**src/rtl/pipelined_addsub.sv**
```systemverilog
// pipelined_addsub: valid/ready add/subtract whose carry chain is split into
// STAGES registered segments behind an input register (STAGES+1 beats in flight).
module pipelined_addsub #(
  parameter int WIDTH  = 32,
  parameter int STAGES = 2
) (
  input  logic             clk,
  input  logic             rst_n,
  input  logic             in_valid,
  output logic             in_ready,
  input  logic [WIDTH-1:0] x,
  input  logic [WIDTH-1:0] y,
  input  logic             sub,
  output logic             out_valid,
  input  logic             out_ready,
  output logic [WIDTH-1:0] out,
  output logic             carry_out,
  output logic             overflow
);
  localparam int SEG = WIDTH / STAGES;

  logic              adv;
  logic [STAGES:0]   v_q, v_d;
  logic              c_q [STAGES+1];
  logic              c_d [STAGES+1];
  logic [WIDTH-1:0]  a_q [STAGES];
  logic [WIDTH-1:0]  a_d [STAGES];
  logic [WIDTH-1:0]  b_q [STAGES];
  logic [WIDTH-1:0]  b_d [STAGES];
  logic [WIDTH-1:0]  r_q [1:STAGES];
  logic [WIDTH-1:0]  r_d [1:STAGES];
  logic              ovf_q, ovf_d;

  // One global enable: a held result freezes every stage, bubbles included.
  assign adv      = !v_q[STAGES] || out_ready;
  assign in_ready = adv;
  assign v_d      = {v_q[STAGES-1:0], in_valid};

  // p0 holds the raw operands; c_q[0] carries sub into stage 1 as carry-in.
  assign a_d[0] = x;
  assign b_d[0] = y;
  assign c_d[0] = sub;

  for (genvar k = 1; k <= STAGES; k++) begin : g_stage
    logic [WIDTH-1:0] a_in, b_in, r_in;
    logic [SEG-1:0]   a_seg, b_seg;
    logic [SEG:0]     sum;

    if (k == 1) begin : g_first
      assign b_in = c_q[0] ? ~b_q[0] : b_q[0];
      assign r_in = '0;
    end else begin : g_rest
      assign b_in = b_q[k-1];
      assign r_in = r_q[k-1];
    end

    assign a_in  = a_q[k-1];
    assign a_seg = SEG'(a_in >> ((k-1) * SEG));
    assign b_seg = SEG'(b_in >> ((k-1) * SEG));
    assign sum   = {1'b0, a_seg} + {1'b0, b_seg} + (SEG+1)'(c_q[k-1]);

    // Lower result bits are already final and the upper bits of r_in are zero.
    assign r_d[k] = r_in | (WIDTH'(sum[SEG-1:0]) << ((k-1) * SEG));
    assign c_d[k] = sum[SEG];

    if (k < STAGES) begin : g_skew
      assign a_d[k] = a_in;
      assign b_d[k] = b_in;
    end else begin : g_last
      assign ovf_d = (a_in[WIDTH-1] == b_in[WIDTH-1]) && (sum[SEG-1] != a_in[WIDTH-1]);
    end
  end

  always_ff @(posedge clk) begin
    if (!rst_n) begin
      // NOTE: data registers are cleared too, so out/carry_out/overflow read 0 after reset.
      v_q   <= '0;
      ovf_q <= 1'b0;
      for (int i = 0; i < STAGES; i++) begin
        a_q[i] <= '0;
        b_q[i] <= '0;
      end
      for (int i = 0; i <= STAGES; i++) c_q[i] <= 1'b0;
      for (int i = 1; i <= STAGES; i++) r_q[i] <= '0;
    end else if (adv) begin
      v_q   <= v_d;
      ovf_q <= ovf_d;
      for (int i = 0; i < STAGES; i++) begin
        a_q[i] <= a_d[i];
        b_q[i] <= b_d[i];
      end
      for (int i = 0; i <= STAGES; i++) c_q[i] <= c_d[i];
      for (int i = 1; i <= STAGES; i++) r_q[i] <= r_d[i];
    end
  end

  assign out_valid = v_q[STAGES];
  assign out       = r_q[STAGES];
  assign carry_out = c_q[STAGES];
  assign overflow  = ovf_q;

endmodule

```
**config.mk**
```make
export PLATFORM = sky130hd
export DESIGN_NAME = pipelined_addsub
export DESIGN_NICKNAME = d
export VERILOG_FILES = /design/src/rtl/pipelined_addsub.sv
export SDC_FILE = /design/constraint.sdc
export NUM_CORES = 1
export LEC_CHECK = 0
export ABC_AREA = 1
export BUFFER_PORTS_ARGS = -buffer_cell sky130_fd_sc_hd__buf_4
export CAP_MARGIN = 10
export CORE_AREA = 10 10 130 132
export DETAILED_ROUTE_END_ITERATION = 12
export DIE_AREA = 0 0 140 142
export GPL_TIMING_DRIVEN = 0
export PLACE_DENSITY = 0.75
export SETUP_SLACK_MARGIN = 0.15
export SYNTH_ARGS = -nofsm -noshare
export SYNTH_HDL_FRONTEND = slang
export SYNTH_SLANG_ARGS = --single-unit
```
**constraint.sdc**
```tcl
create_clock -name clk -period 6.5 [get_ports clk]
set_input_delay 0.325 -clock clk [delete_from_list [all_inputs] [get_ports clk]]
set_output_delay 0.325 -clock clk [all_outputs]
set_load 0.05 [all_outputs]
```
==> run metrics <==
Clock Latency Late Sink 0.43 ns; post-synthesis xor/xnor area fraction 3.53%; Fmax 0.429 GHz; multiplexer share of the synthesized area 0%; PostCTS Resize Cnt 0; Post-CTS Hold Buffers 0; Post-Layout Cell Count 1109; largest family of logic cells by synthesized area simple AND/OR/NAND/NOR gates; initial antenna violation count 0; Placer Congestion 0.858; CTS sink cnt 151; pin count of the biggest net entering global routing 112; Die ar. 19900 µm²; H-tree levels 4; largest area contributor in the netlist edfxtp_1; Setup Skew 0.0174 ns; Seq cells post-synth 151; WL/cell 13.5 µm; vias per inst 4.72; Area Growth Syn to Fin 20.6%; Die Height 142 µm; Power Dens Cells 276 nW/µm²; CP peak stage delay 0.39 ns; CP most frequent cell nand2_1; final hold violations 0; TritonCTS clock tree done; syn_area_per_cell 9.77 µm²; DRC 0; worst vdd ir 0.202 mV; core area 14300 µm²; max cap viols 0; vias in the first global route 5111; Reg2Reg Depth 11; Min Clock Period, post-route 2.33 ns; Worst setup SP type flip-flop; post-synthesis adder-cell area fraction 5.65%; net count after synthesis 890; total grt overflow 0; Final nets 1014; row count 44; crit-path cells buf_4, buf_2, xor2_1, ha_1, nand2_1, nor2_1, nand3_1, nand3b_1, nand2_1, nand2_1, nor2_1; deepest clock path buffer count 2; clock-pin slew on the worst setup and hold paths 0.06 ns; PortBufs 104; Syn Std Cell Area 7700 µm²; share of cells above drive strength 1 21.0%; Area contributors post-synth edfxtp_1 (57%), nor2_1 (8.2%), inv_1 (6.9%), nand2_1 (5.4%), ha_1 (4.9%); CP max stage cell ha_1; HP Class in -> reg; CP arrival 2.52 ns; post-route ant nets 0; Num CTS Buffers 17; post-synth top area share 57.3%; CP Class reg -> reg; DP HPWL 11200 µm; Setup Fix Bufs, Post-CTS 0; vias 5232; worst path required time 6.68 ns; Max FO, Critical Path 10; Final Max Tran Viols 0; post-synthesis simple-gate area fraction 18.4%; Slew HR 64.2%; n_diodes 0; synth unique cells 38; global-route wire length before repair 24600 µm; Setup-failing EPs final 0; hold path depth 3; die width 140 µm; Leak 4.54 nW; Slew @ Worst Pin 0.537 ns; root buf cell clkbuf_16; CP endpoint kind flip-flop; starting density of the core 53.8%; dpl cells 1077; Setup TNS Final 0 ns; Compound-Gate Fraction of Synth Area 5.33%; Pre-Repair DR Iteration Count 4; outcome finished clean; GRT Total Usage 15.5%; Seq/Total Area, Yosys 58.4%; Ports 105; Total Wirelength 15000 µm; Gate Count Post-Synth 788; final period utilization 35.9%; Iter 0 DRT Violations 367; Yosys warning total 0; RSZ-0062 raised after global routing no
-- logic make-up after synthesis --
group                      count (synthesis)
AOI/OAI and AO/OA                         72
xor gates and xnor gates                  31
adders and majority gates                 33
buffers and inverters                    169
DFF                                      151
and+or+nand+nor                          332
-- final timing paths --
check | from | to | slack [ns]
worst min register to register | v_q[1]$_SDFFE_PN0P_ | v_q[2]$_SDFFE_PN0P_ | 0.47
worst max register to register | c_q[0][0]$_SDFFCE_PN0P_ | r_q[1][12]$_SDFFCE_PN0P_ | 4.17
worst max-delay path | c_q[0][0]$_SDFFCE_PN0P_ | r_q[1][12]$_SDFFCE_PN0P_ | 4.17
worst min-delay path | in_valid | v_q[0]$_SDFFE_PN0P_ | 0.11
-- power breakdown --
part           switching (mW)  internal (mW)  total [mW]
Combinational           0.295          0.165       0.461
Sequential             0.0301           1.17        1.20
Clock                   0.377          0.526       0.903
Total                   0.703           1.86        2.56
-- sequential cells by signal, indices dropped and copies added (netlist names) --
register,count
overflow,1
r_q,48
c_q,3
v_q,3
b_q,48
a_q,48
-- through the flow --
| step | util (%) | hold WS (ns) | cell area [µm²] | setup slack, ns | total power, mW |
|---|---|---|---|---|---|
| 2_1_floorplan | - | 0.435 | 7700 | 2.03 | 1.54 |
| 3_3_place_gp | 60.9 | 0.444 | 8710 | 1.51 | 1.67 |
| 5_1_grt | 64.9 | 0.115 | 9290 | 3.95 | 2.67 |
| 3_5_place_dp | 61.1 | 0.455 | 8740 | 4.21 | 1.68 |
| 4_1_cts | 64.9 | 0.0938 | 9290 | 4.19 | 2.58 |
| 6_report | 64.9 | 0.115 | 9290 | 4.17 | 2.56 |
-- critical path, delay by kind of cell (launching register included) --
| kind | cells | cell delay [ns] |
|---|---|---|
| xor+xnor | 1 | 0.21 |
| flops | 1 | 0.35 |
| simple gates | 7 | 0.75 |
| fa+ha+maj | 1 | 0.39 |
| buf+inv | 2 | 0.37 |
-- final cells by class --
cell class                      instances  area [µm²]
Clock inverter                         11         103
Fill cell                            1175        5030
Buffer                                 19         111
Inverter                              150         568
Clock buffer                           21         440
Timing Repair Buffer                  105         808
Multi-Input combinational cell        468        2530
Sequential cell                       151        4490
Tap cell                              184         230
-- per-layer routing --
| metal | GRT usage (%) | wire length [µm] | vias to the layer above |
|---|---|---|---|
| met5 | 0 | 0 | - |
| met4 | 7.12 | 302 | 0 |
| met2 | 22.8 | 6570 | 158 |
| li1 | - | - | 2755 |
| met1 | 20.8 | 7090 | 2300 |
| met3 | 4.34 | 1060 | 19 |
-- Yosys cell counts --
cell type and n:
nand4_1 1, buf_4 3, nand2_4 1, clkinv_1 2, o22ai_1 1, nor3_1 1
o21ai_0 10, nand3b_4 1, nor2_1 168, nand2_2 14, or2_4 1, nand3_2 3
nor3b_1 2, o21ai_1 7, xor2_1 14, edfxtp_1 147, or2_2 1, xnor2_1 17
fa_1 3, nor2_4 1, o21a_1 3, nand3_1 17, nand2_1 111, a21oi_4 1
a21oi_1 41, nor2_2 2, and2_4 1, nand3b_1 3, inv_1 142, ha_1 30
nor3_2 3, buf_2 15, dfxtp_1 4, o21bai_1 3, and2_1 1, clkbuf_8 1
a21oi_2 6, inv_2 6
-- cell usage in the layout, fill, tap and decap left out, types with 3 or more instances in the layout --
cell / synthesis / routed
edfxtp_1: 147 / 147
clkinvlp_4: 0 / 3
clkinv_2: 0 / 3
dfxtp_1: 4 / 4
clkbuf_16: 0 / 17
clkinv_4: 0 / 3
o21ai_1: 7 / 7
fa_1: 3 / 3
nand2_2: 14 / 14
a21oi_1: 41 / 41
nand3_1: 17 / 17
ha_1: 30 / 30
inv_2: 6 / 6
inv_1: 142 / 141
a21oi_2: 6 / 6
nand3b_1: 3 / 3
xor2_1: 14 / 14
buf_4: 3 / 107
nor2_1: 168 / 168
o21a_1: 3 / 3
o21bai_1: 3 / 3
xnor2_1: 17 / 17
nor3_2: 3 / 3
buf_2: 15 / 15
nand2_1: 111 / 111
clkbuf_1: 0 / 4
o21ai_0: 10 / 10
nand3_2: 3 / 3
(Power assumes the default switching activity.)
